`config.mk`:
```
export PLATFORM = sky130hd
export DESIGN_NAME = rsa_modexp_core
export DESIGN_NICKNAME = d
export VERILOG_FILES = /design/src/rtl/rsa_modexp_core.sv
export SDC_FILE = /design/constraint.sdc
export NUM_CORES = 1
export LEC_CHECK = 0
export BUFFER_PORTS_ARGS = -buffer_cell sky130_fd_sc_hd__buf_2
export CAP_MARGIN = 0
export CORE_MARGIN = 2
export CORE_UTILIZATION = 33
export CTS_CLUSTER_DIAMETER = 30
export CTS_CLUSTER_SIZE = 20
export DETAILED_ROUTE_END_ITERATION = 8
export SLEW_MARGIN = 40
export SYNTH_ARGS = -nofsm -noshare
export SYNTH_HDL_FRONTEND = slang
export SYNTH_SLANG_ARGS = --single-unit
export TNS_END_PERCENT = 20
```
`constraint.sdc`:
```
create_clock -name clk -period 10.24 [get_ports clk]
set_input_delay 1.536 -clock clk [delete_from_list [all_inputs] [get_ports clk]]
set_output_delay 1.536 -clock clk [all_outputs]
set_load 0.02 [all_outputs]
```
`src/rtl/rsa_modexp_core.sv`:
```
// rsa_modexp_core: base^exponent mod modulus via right-to-left square-and-multiply on a bit-serial interleaved modular multiplier
module rsa_modexp_core #(
    parameter int WIDTH = 32
) (
    input  logic             clk,
    input  logic             reset,
    input  logic             start,
    input  logic [WIDTH-1:0] base,
    input  logic [WIDTH-1:0] exponent,
    input  logic [WIDTH-1:0] modulus,
    output logic             ready,
    output logic             done,
    output logic             error,
    output logic [WIDTH-1:0] result
);
    localparam int CW = $clog2(WIDTH);
    typedef enum logic [2:0] {IDLE, STEP, MULR, SQR, FINISH} state_t;
    state_t state, state_n;
    logic [WIDTH-1:0] b, e, m, r;
    logic [WIDTH+1:0] acc, acc2, acc3, acc4, m_ext;
    logic [CW-1:0] cnt;
    logic bad, last, xb;
    assign bad = modulus < WIDTH'(2) || base >= modulus;
    assign last = cnt == '0;
    assign m_ext = {2'b00, m};
    // MULR walks R's bits, SQR walks B's bits; Y is B in both cases
    assign xb = state == SQR ? b[cnt] : r[cnt];
    assign acc2 = (acc << 1) + (xb ? {2'b00, b} : '0);
    assign acc3 = acc2 >= m_ext ? acc2 - m_ext : acc2;
    assign acc4 = acc3 >= m_ext ? acc3 - m_ext : acc3;
    always_comb begin
        state_n = state;
        ready = 1'b0;
        done = 1'b0;
        case (state)
            IDLE: begin
                ready = 1'b1;
                state_n = start ? (bad ? FINISH : STEP) : IDLE;
            end
            STEP: state_n = e == '0 ? FINISH : (e[0] ? MULR : SQR);
            MULR: state_n = last ? SQR : MULR;
            SQR: state_n = last ? STEP : SQR;
            FINISH: begin
                done = 1'b1;
                state_n = IDLE;
            end
            default: state_n = IDLE;
        endcase
    end
    always_ff @(posedge clk) begin
        if (reset) begin
            state <= IDLE;
            b <= '0;
            e <= '0;
            m <= '0;
            r <= '0;
            acc <= '0;
            cnt <= '0;
            error <= 1'b0;
            result <= '0;
        end else begin
            state <= state_n;
            case (state)
                IDLE: if (start) begin
                    b <= base;
                    e <= exponent;
                    m <= modulus;
                    r <= WIDTH'(1);
                    acc <= '0;
                    cnt <= CW'(WIDTH - 1);
                    error <= bad;
                    if (bad) result <= '0;
                end
                STEP: if (e == '0) result <= r;
                MULR, SQR: begin
                    acc <= last ? '0 : acc4;
                    cnt <= last ? CW'(WIDTH - 1) : cnt - 1'b1;
                    if (last && state == MULR) r <= acc4[WIDTH-1:0];
                    if (last && state == SQR) begin
                        b <= acc4[WIDTH-1:0];
                        e <= e >> 1;
                    end
                end
                default: ;
            endcase
        end
    end
endmodule

```
# After elaboration in Yosys (flattened, before gate mapping)
# Cells that the tools add are included.
word_totals:
  out_inout_bits: 35
  elab_cells: 77
  input_bits: 99
  register_bits: 202
op_classes:
  n_eq_ne: 9
  reduce_logical: 14
  addsub: 4
  n_mux: 36
  n_lt_le_gt_ge: 5
op_table:
  columns: ["operator", "n"]
  rows:
  - ["$mux W32", 10]
  - ["$pmux W32 S2", 4]
  - ["$mux W33", 3]
  - ["$ge A34 B32 Y1", 2]
  - ["$pmux W33 S2", 1]
  - ["$add A34 B32 Y34", 1]
  - ["$mux W34", 1]
  - ["$sub A34 B32 Y34", 1]
  - ["$sub A33 B32 Y33", 1]
  - ["$ge A32 B32 Y1", 1]
  - ["$logic_not A32 Y1", 1]
  - ["$lt A32 B2 Y1 const B", 1]
  - ["$pmux W3 S4", 1]
  - ["$bmux W1 S5", 2]
  - ["$mux W5", 2]
  - ["$ne A2 B2 Y1 const B", 5]
  - ["$pmux W5 S2", 1]
  - ["$mux W3", 3]
  - ["$mux W1", 7]
  - ["$eq A3 B2 Y1 const B", 2]
  - ["$lt A5 B6 Y1 const B", 1]
  - ["$reduce_and A3 Y1", 2]
  - ["$logic_not A5 Y1", 1]
  - ["$sub A5 B1 Y5 const B", 1]
  - ["other kinds (10)", 13]

# Depth between registers and ports, before layout
# Gate-level depths: netlist (run 1).
logic_depth:
  word_depth: 11
  ltp_mapped: 43
  mapped_depth_nobuf: 36

# Worst setup path before layout (run 1)
# No wires, ideal clock.
synth_path:
  kind: "reg2reg"
  from: "register cnt[1]"
  to: "register acc[30]"
  arrival_ps: 9136
  path_stages_with_launch: 41
  required_time_ps: 10123
  path_buffers: 6
  setup_ps: 117
  setup_slack_ps: 988
  period_less_slack_ps: 9252
  cell_sequence: "dfxtp_1 clkbuf_1 buf_1 mux4_2 mux4_2 mux4_2 clkbuf_1 and2_1 fa_1 a211oi_1 o21ai_1 o2111ai_1 a21oi_1 o31ai_1 nand2_1 a31oi_1 xnor2_1 ha_1 (+5 left out) nand3_2 buf_6 clkbuf_1 nor2_1 a21oi_1 ha_1 nor2b_1 o21ai_0 a21oi_1 o31ai_1 a21o_1 a211o_1 o2bb2ai_1 and2_0 nand2_4 buf_6 mux2_4 a22o_1"
synth_between:
  elab_chain_len: 11
  word_cells_on_any_way: 16
  cone_classes: "add/sub: 3; order compare: 2; mux: 10; reduce/logical: 1"
synth_lines:
  columns: ["element", "line_no", "text"]
  rows:
  - ["start: declaration", "21", "logic [CW-1:0] cnt;"]
  - ["start signal: assignment", "70", "cnt <= CW'(WIDTH - 1);"]
  - ["start signal: assignment", "77", "cnt <= last ? CW'(WIDTH - 1) : cnt - 1'b1;"]
  - ["$bmux W1 S5", "27", "assign xb = state == SQR ? b[cnt] : r[cnt];"]
  - ["$mux W1 (implied by the code)", "27", null]
  - ["$mux W1", "27", null]
  - ["$mux W32", "28", "assign acc2 = (acc << 1) + (xb ? {2'b00, b} : '0);"]
  - ["$add A34 B32 Y34", "28", null]
  - ["$sub A34 B32 Y34 / $ge A34 B32 Y1 (equally long branches)", "29", "assign acc3 = acc2 >= m_ext ? acc2 - m_ext : acc2;"]
  - ["$mux W34", "29", null]
  - ["$sub A33 B32 Y33 / $ge A34 B32 Y1 (equally long branches)", "30", "assign acc4 = acc3 >= m_ext ? acc3 - m_ext : acc3;"]
  - ["$mux W33", "30", null]
  - ["$mux W33 *", "76", "acc <= last ? '0 : acc4;"]
  - ["$pmux W33 S2 *", "63", "case (state)"]
  - ["end signal: assignment", "76", null]
  - ["end: declaration", "20", "logic [WIDTH+1:0] acc, acc2, acc3, acc4, m_ext;"]
# Mark *: on every way between the ends. The rest lies on a longest branch, timed or not. The select of a mux whose other input is x is not followed.
# A chain may end at the register's enable or synchronous reset.

# Worst setup path after layout (run 1)
layout_path:
  from: "register cnt[0]"
  to: "register b[16]"
layout_between:
  elab_chain_len: 11
  word_cells_on_any_way: 19
  cone_classes: "add/sub: 3; order compare: 2; eq/ne: 1; mux: 10; reduce/logical: 3"
layout_lines:
  columns: ["element", "line_no", "text"]
  rows:
  - ["$bmux W1 S5", "27", null]
  - ["$mux W1 (implied by the code)", "27", null]
  - ["$mux W1", "27", null]
  - ["$mux W32", "28", null]
  - ["$add A34 B32 Y34", "28", null]
  - ["$sub A34 B32 Y34 / $ge A34 B32 Y1 (equally long branches)", "29", null]
  - ["$mux W34", "29", null]
  - ["$sub A33 B32 Y33 / $ge A34 B32 Y1 (equally long branches)", "30", null]
  - ["$mux W33", "30", null]
  - ["$mux W32", "79", "if (last && state == SQR) begin"]
  - ["$pmux W32 S2", "63", null]
  - ["end signal: assignment", "65", "b <= base;"]
  - ["end signal: assignment", "80", "b <= acc4[WIDTH-1:0];"]
  - ["end: declaration", "19", "logic [WIDTH-1:0] b, e, m, r;"]
# Parallel ways exist; a longest one is shown, timed or not. The select of a mux whose other input is x is not followed.

==> summary.md, run 1 <==
| Metric | Value |
|---|---|
| CP Data Required Time | 10680 ps |
| Row count | 78 |
| Vias in the first global route | 14.38k |
| Largest delay contributor family on the critical path | compound AO/OA/AOI/OAI gates |
| Mapped Area | 15030 sq um |
| Seq cells post-synth | 202 |
| Root buffer cell | clkbuf_16 |
| Core Area | 45190 sq um |
| Clock buffer depth | 3 |
| Initial antenna violation count | 2 |
| Worst-path clk slew | 60 ps |
| HP Class | reg2reg |
| Distinct cells, synth | 81 |
| Crit path max fanout | 15 |
| Worst skew pair latency | 550 ps |
| Final worst path period share | 96.30% |
| Most used cell along the critical path | mux4_2 |
| Area Overhead vs Synth | 19.71% |
| Worst rel slew slack | 31.17% |
| Layout cells sized above 1 | 16.78% |
| Sequential share of the synthesized area | 26.91% |
| CTS buffer count | 40 |
| Max Fclk | 101.4 MHz |
| Synth Flop Type | dfxtp_1 |
| Multi-input logic area | 10370 sq um |
| Die X | 217.4 um |
| Pins over their slew limit | 0 |
| M3 GR Usage | 4.059% |
| Clk sinks | 202 |
| DRT Wirelength | 54650 um |
| Busiest grt layer | met2 |
| Slew @ Worst Pin | 1029 ps |
| Total GRT Usage | 22.48% |
| Post-DRT Antenna Nets | 0 |
| Async set-or-reset flop fraction in the synthesized netlist | 0% |
| Met2 usage | 35.15% |
| WP data arrival | 10300 ps |
| Filler instances | 4620 |
| TritonCTS clock tree | built |
| Die height | 217.4 um |
| Drt initial violations | 1326 |
| Final Wtd Congestion | 0.9399 |
| # setup viols final | 0 |
| Initial Util | 33.26% |
| DP Wirelength | 42110 um |
| Total die area | 47270 sq um |
| Gr ovfl total | 0 |
| Setup Skew | 28.47 ps |
| Cts-stage hold buffer count | 0 |
| Wire length per cell | 20.72 um |
| Critical path's largest stage delay | 550 ps |
| CP Class | reg2reg |
| Routing usage on met1 | 31.57% |
| Nets | 2237 |
| Status | completed |
| Final core occ | 39.82% |
| H-tree lvl count | 2 |
| Crit end category | flip-flop |
| Fin crit period | 9862 ps |
| Pre-antenna DRT Iters | 5 |
| Final hold violation count | 0 |
| IO Count | 134 |
| Global-route wire length before repair | 83400 um |
| Synth Instances | 1906 |
| Syn Nets | 2136 |
| Vias per cell | 5.762 |
| Diode count | 0 |
| Yosys warns | 0 |
| EDFF count, synth | 0 |
| Slowest CP cell | mux4_2 |
| Via count | 15.20k |
| Max cap viols | 0 |
| Critical path buffers and inverters | 3 |
| Startpoint type of the worst setup path | flip-flop |
| # DRC | 0 |
| Port bufs | 133 |
| Syn Area/Cell | 7.885 sq um |
| Register area | 4044 sq um |
| Largest net degree at the start of global routing | 84 |
==> cell type report <==
| type | instances | area share, % |
|---|---|---|
| flip-flops and latches | 202 | 22.48 |
| clock buffers | 51 | 6.182 |
| inverters | 99 | 2.065 |
| well taps | 600 | 4.172 |
| repair buffers | 173 | 5.619 |
| multi-input cells | 1491 | 57.63 |
| clock inverters | 22 | 1.857 |
==> flip-flops by register name, summed over array words and instances (netlist names) <==
name and count:
state 3, r 32, error 1, e 32, m 32, b 32
cnt 5, acc 33, result 32
==> cells in the mapped netlist (all sizes together), types with 30 or more instances <==
library cell,n,area share (%)
clkbuf,97,2.4
o21ai,161,5.4
a31oi,30,1.2
dfxtp,202,27
ha,128,11
and2,40,1.7
xnor2,50,2.9
nand2,255,6.4
a21oi,165,5.5
inv,99,2.5
a21o,49,2.4
xor2,39,2.3
a311oi,32,1.9
nand3,61,2.1
nor2,102,2.6
a32oi,32,1.9
==> metal layers <==
metal / up-vias / wire, um
met5: - / 0
met4: 0 / 1610
met3: 102 / 4163
met2: 609 / 24050
met1: 7260 / 24820
li1: 7228 / -
==> placed cells by master (no fill, tap or decap), types with 35 or more instances in the layout <==
cell type / count
nand2_1: 251
dfxtp_1: 202
a21oi_1: 152
buf_2: 133
ha_1: 126
o21ai_0: 124
inv_1: 99
nor2_1: 98
nand3_1: 60
xnor2_1: 50
a21o_1: 49
clkbuf_16: 40
xor2_1: 39
and2_1: 38
o21ai_1: 36
buf_4: 35
==> cells by family (layout without fill, tap and decap cells) <==
logic type	Yosys count	in the layout	synth area share, %
AO/OA/AOI/OAI	622	622	26.83
XOR/XNOR	89	89	5.186
adder cells (fa/ha/maj)	131	131	11.06
buffers and inverters	214	345	5.686
flip-flops	202	202	26.91
multiplexers	56	56	5.719
AND/OR/NAND/NOR	592	593	18.61
==> per-stage QoR <==
step | setup slack, ps | area [sq um] | hold WS (ps) | setup TNS [ps] | instances
2_1_floorplan | 987.5 | 15030 | 431.5 | 0 | 1906
3_3_place_gp | 97.25 | 16270 | 441.5 | 0 | 2557
3_5_place_dp | 21.17 | 16280 | 447.2 | 0 | 2557
4_1_cts | 5.969 | 17740 | 452.9 | 0 | 2630
5_1_grt | -33.62 | 17990 | 468.7 | -156.1 | 2638
6_report | 378.5 | 17990 | 453.3 | 0 | 2638
==> path summary, 6_finish.rpt <==
path | endpoint | start | depth (start not counted) | slack (ps)
max | b[16] | cnt[0] | 36 | 380
min | acc[15] | acc[15] | 2 | 450
max reg2reg | b[16] | cnt[0] | 36 | 380
min reg2reg | acc[15] | acc[15] | 2 | 450
==> worst reg2reg max path, delay by kind of cell, from the launching register on <==
family / cells / cell delay, ps
mux: 5 / 2330
flops: 1 / 380
xor+xnor: 1 / 160
compound gates: 14 / 3110
fa+ha+maj: 4 / 1280
simple gates: 9 / 1930
buf+inv: 3 / 550
==> repair_timing <==
action | CTS | global route
resized for setup | 2 | 45
pin swaps | 0 | 7
cloned | 0 | 1
endpoints found under the setup margin | 4 | 97
buffers inserted | 0 | 7
Power of run 1 is left out: the tool's default activity adds up to more than one toggle a clock period on the data nets, which glitch-free logic cannot reach.
==> inputs of run 2 (changes only) <==
--- a/config.mk
+++ b/config.mk
@@ -12,6 +12,8 @@
 export CTS_CLUSTER_DIAMETER = 30
 export CTS_CLUSTER_SIZE = 20
 export DETAILED_ROUTE_END_ITERATION = 8
+export HOLD_SLACK_MARGIN = 0.06
+export PLACE_DENSITY_LB_ADDON = 0.05
 export SLEW_MARGIN = 40
 export SYNTH_ARGS = -nofsm -noshare
 export SYNTH_HDL_FRONTEND = slang
==> summary.md, run 2 (synthesized netlist as in run 1, its figures left out) <==
| Metric | Value |
|---|---|
| CTS buffer count | 53 |
| Nets | 2309 |
| Worst skew pair latency | 600 ps |
| Routing usage on met1 | 32.84% |
| Startpoint type of the worst setup path | flip-flop |
| Max cap viols | 0 |
| Row count | 78 |
| Crit path from | cnt[0] |
| Largest delay contributor family on the critical path | compound AO/OA/AOI/OAI gates |
| DRT Wirelength | 60150 um |
| # DRC | 0 |
| Diode count | 0 |
| Worst rel slew slack | 44.03% |
| Launching point of the worst reg2reg path | cnt[0] |
| Initial Util | 33.26% |
| TritonCTS clock tree | built |
| Status | completed |
| Die X | 217.4 um |
| # setup viols final | 0 |
| Final worst path period share | 95.09% |
| Clock buffer depth | 3 |
| Largest net degree at the start of global routing | 67 |
| Vias per cell | 5.584 |
| Crit path max fanout | 14 |
| Worst-path clk slew | 40 ps |
| Wire length per cell | 22.08 um |
| IO Count | 134 |
| Port bufs | 133 |
| Total die area | 47270 sq um |
| Cts-stage hold buffer count | 0 |
| Multi-input logic area | 10320 sq um |
| WP data arrival | 10210 ps |
| Critical path's largest stage delay | 540 ps |
| Fin crit period | 9738 ps |
| Critical path buffers and inverters | 3 |
| Slowest CP cell | mux4_2 |
| Crit end category | flip-flop |
| Via count | 15.21k |
| Pre-antenna DRT Iters | 7 |
| Max Fclk | 102.7 MHz |
| Busiest grt layer | met2 |
| Slew @ Worst Pin | 837.5 ps |
| Area Overhead vs Synth | 25.52% |
| Layout cells sized above 1 | 19.54% |
| M3 GR Usage | 4.435% |
| Largest Register | acc |
| Drt initial violations | 955 |
| HP Class | reg2reg |
| H-tree lvl count | 2 |
| Global-route wire length before repair | 90130 um |
| Fin Setup TNS | 0 ps |
| Post-DRT Antenna Nets | 0 |
| RSZ-0062 raised after global routing | false |
| Root buffer cell | clkbuf_16 |
| Initial antenna violation count | 0 |
| Most common cell after layout, fill and taps aside | nand2_1 |
| Total GRT Usage | 25.15% |
| Core Area | 45190 sq um |
| Vias in the first global route | 14.89k |
| Filler instances | 4615 |
| CP Data Required Time | 10710 ps |
| Register area | 4044 sq um |
| Min-delay src | acc[23] |
| Gr ovfl total | 0 |
| Pins over their slew limit | 0 |
| DP Wirelength | 46960 um |
| CP Class | reg2reg |
| Largest register FFs | 33 |
| Die height | 217.4 um |
| Setup Skew | 31.20 ps |
| Final Wtd Congestion | 0.9219 |
| Clk sinks | 202 |
| Most frequent cells in the layout | 251 x nand2_1, 202 x dfxtp_1, 161 x a21oi_1 |
| Final hold violation count | 0 |
| Met2 usage | 41.05% |
[run 2: changes by cell type in the layout (fill, tap and decap cells not counted), sizes merged]
cell / previous run / this run
nand2: 256 / 255
bufinv: 6 / 9
inv: 102 / 101
clkinvlp: 3 / 6
clkbuf: 51 / 63
clkinv: 10 / 20
buf: 173 / 233
[run 2: stage by stage]
step                      instances  hold WS, ps  instance area (sq um)  setup slack [ps]  utilization (%)
final                          2724        452.8                  18870             502.3            41.75
after global routing           2724        471.4                  18870             18.09            41.75
after CTS                      2713        454.4                  18670             60.90            41.31
after detailed placement       2613        446.3                  16750             46.68            37.06
after global placement         2613        440.7                  16730             203.6            37.02
after floorplan                1906        431.5                  15030             987.5                -
[run 2: layer usage]
| layer | up-vias | wire, um |
|---|---|---|
| li1 | 7356 | - |
| met1 | 7278 | 27180 |
| met2 | 462 | 27540 |
| met3 | 113 | 3140 |
| met4 | 2 | 2105 |
| met5 | - | 175 |
[run 2: path summary, 6_finish.rpt]
kind | slack (ps) | cells past startpoint | to
max | 500 | 37 | b[16]
min | 450 | 2 | acc[23]
max reg2reg | 500 | 37 | b[16]
min reg2reg | 450 | 2 | acc[23]
[run 2: layout make-up]
cell class                 count  share of cell area [%]
clock inverter                37                   2.660
multi-input combinational   1490                   54.72
inverter                      99                   1.970
sequential                   202                   21.44
timing repair buffer         233                   7.740
clock buffer                  63                   7.494
tap                          600                   3.979
[run 2: tightest hold or removal path: cells and delay by family, from the launching register on]
family,cells,cell delay [ps]
DFF,1,310
and+or+nand+nor,1,50
AOI/OAI and AO/OA,1,50
[run 2: what timing repair did]
item                                    4_1_cts  5_1_grt
endpoints found under the setup margin        1       97
gates resized for setup                       1       26
pin swaps                                     0        5
setup buffers                                 0       11
Power of run 2 is left out for the same reason.
==> inputs of run 3 (changes only) <==
--- a/config.mk
+++ b/config.mk
@@ -5,6 +5,7 @@
 export SDC_FILE = /design/constraint.sdc
 export NUM_CORES = 1
 export LEC_CHECK = 0
+export ABC_AREA = 1
 export BUFFER_PORTS_ARGS = -buffer_cell sky130_fd_sc_hd__buf_2
 export CAP_MARGIN = 0
 export CORE_MARGIN = 2
@@ -14,6 +15,7 @@
 export DETAILED_ROUTE_END_ITERATION = 8
 export HOLD_SLACK_MARGIN = 0.06
 export PLACE_DENSITY_LB_ADDON = 0.05
+export SKIP_LAST_GASP = 1
 export SLEW_MARGIN = 40
 export SYNTH_ARGS = -nofsm -noshare
 export SYNTH_HDL_FRONTEND = slang
==> summary.md, run 3 <==
| Metric | Value |
|---|---|
| Status | completed |
| Worst skew pair latency | 580 ps |
| CP Data Required Time | 10670 ps |
| Main combinational cell family by area after synthesis | simple AND/OR/NAND/NOR gates |
| Post-synth top cells | 649 x nand2_1, 362 x inv_1, 325 x a21oi_1 |
| Final hold violation count | 0 |
| Via count | 18.36k |
| Distinct cells, synth | 42 |
| Drt initial violations | 1336 |
| Synth Instances | 2692 |
| Cts-stage hold buffer count | 0 |
| Xor/xnor cell area share of the yosys netlist | 4.069% |
| IO Count | 134 |
| Final core occ | 39.85% |
| Inst Count DP | 3411 |
| Syn Area/Cell | 6.157 sq um |
| Yosys warns | 0 |
| Most frequent cells in the layout | 646 x nand2_1, 360 x inv_1, 324 x a21oi_1 |
| Diode count | 0 |
| Global-route wire length before repair | 107400 um |
| Setup Skew | 27.23 ps |
| Most used cell along the critical path | nand2_1 |
| Core Area | 49860 sq um |
| Syn Nets | 2922 |
| Total GRT Usage | 26.64% |
| Max cap viols | 0 |
| Mapped Area | 16570 sq um |
| Final worst path period share | 92.12% |
| Slew @ Worst Pin | 804.3 ps |
| DRT Wirelength | 70780 um |
| Synth Flop Type | dfxtp_1 |
| Startpoint type of the worst setup path | flip-flop |
| Gr ovfl total | 0 |
| Fraction of synthesized area in multiplexers | 0% |
| Worst hold slack | 473.4 ps |
| Seq cells post-synth | 202 |
| Synth Area in Adders | 10.03% |
| H-tree lvl count | 2 |
| Non-Filler Instances | 3507 |
| Pre-antenna DRT Iters | 6 |
| Setup slack, reg-to-reg | 810 ps |
| Post-synth top area share | 24.40% |
| Root buffer cell | clkbuf_16 |
| # DRC | 0 |
| Register area | 4045 sq um |
| Slowest CP cell | nor3_1 |
| WP data arrival | 9860 ps |
| Filler instances | 5591 |
| Clk sinks | 202 |
| Row count | 82 |
| Max Fclk | 106.0 MHz |
| Initial Util | 33.24% |
| Nets | 3022 |
| Top cells by area, synth | dfxtp_1 24%, nand2_1 15%, a21oi_1 9.8% |
| Largest register FFs | 33 |
| Worst rel slew slack | 46.38% |
| Crit path max fanout | 55 |
| Final Wtd Congestion | 0.9255 |
| Compound-Gate Fraction of Synth Area | 19.95% |
| Synth Area in Simple Gates | 30.39% |
| Fin crit period | 9433 ps |
| Most common cell after layout, fill and taps aside | nand2_1 |
| Sequential share of the synthesized area | 24.40% |
| CTS buffer count | 51 |
| CP Class | reg2reg |
| Initial antenna violation count | 0 |
| Die height | 228.1 um |
| Multi-input logic area | 10710 sq um |
| Vias per cell | 5.235 |
| Total die area | 52030 sq um |
| Worst-path clk slew | 50 ps |
| Area Overhead vs Synth | 19.89% |
| Largest Register | acc |
| Layout cells sized above 1 | 9.841% |
| Clock buffer depth | 3 |
| Crit end category | flip-flop |
| Post-DRT Antenna Nets | 0 |
| # setup viols final | 0 |
| Port bufs | 133 |
| HP Class | reg2reg |
| Fin Setup TNS | 0 ps |
| Pins over their slew limit | 0 |
| Critical path's largest stage delay | 570 ps |
| Synth area leader | dfxtp_1 |
| DP Wirelength | 57010 um |
| Wire length per cell | 20.18 um |
| TritonCTS clock tree | built |
| Vias in the first global route | 17.84k |
| Async set-or-reset flop fraction in the synthesized netlist | 0% |
| Largest net degree at the start of global routing | 95 |
| Most common cell in the netlist | nand2_1 |
| RSZ-0062 raised after global routing | false |
| EDFF count, synth | 0 |
| Die X | 228.1 um |
## run 3: cell type report
class / instances / share of cell area (%)
multi-input combinational: 2008 / 53.89
inverter: 366 / 6.927
clock inverter: 33 / 2.903
tap: 672 / 4.231
timing repair buffer: 163 / 4.641
clock buffer: 63 / 7.052
sequential: 202 / 20.36
## run 3: path summary, 6_finish.rpt
| path | from | to | depth (start not counted) |
|---|---|---|---|
| setup / recovery | cnt[0] | r[29] | 48 |
| hold / removal | acc[10] | acc[10] | 2 |
| setup reg to reg | cnt[0] | r[29] | 48 |
| hold reg to reg | acc[10] | acc[10] | 2 |
## run 3: routing by layer
layer | track usage (%) | up-vias | part of all wire, %
met2 | 45.08 | 485 | 47
met1 | 34.99 | 8640 | 46
met5 | 0 | - | 0
met3 | 3.425 | 107 | 4.3
met4 | 8.721 | 0 | 3.1
li1 | - | 9128 | -
## run 3: critical path: cells and delay by family (launching register included)
family	cells	cell delay (ps)
compound gates	5	840
buf+inv	10	2120
fa+ha+maj	3	1220
flops	1	320
simple gates	30	4680
## run 3: what timing repair did
item | 4_1_cts | 5_1_grt
endpoints found under the setup margin | 0 | 74
hold endpoints to repair | 0 | 0
buffers inserted | 0 | 0
resized for setup | 0 | 1
## run 3: through the flow
step                      worst slack, ps  cell area [sq um]
after floorplan                      3314              16570
after global placement              766.3              17850
after detailed placement            789.8              17880
after CTS                           744.8              19860
after global routing                54.63              19870
final                               806.7              19870
## run 3: cell families after synthesis
group / after synthesis
and+or+nand+nor: 1186
AOI/OAI and AO/OA: 614
buffers and inverters: 482
DFF: 202
adders and majority gates: 131
xor gates and xnor gates: 77
Power of run 3 is left out for the same reason.
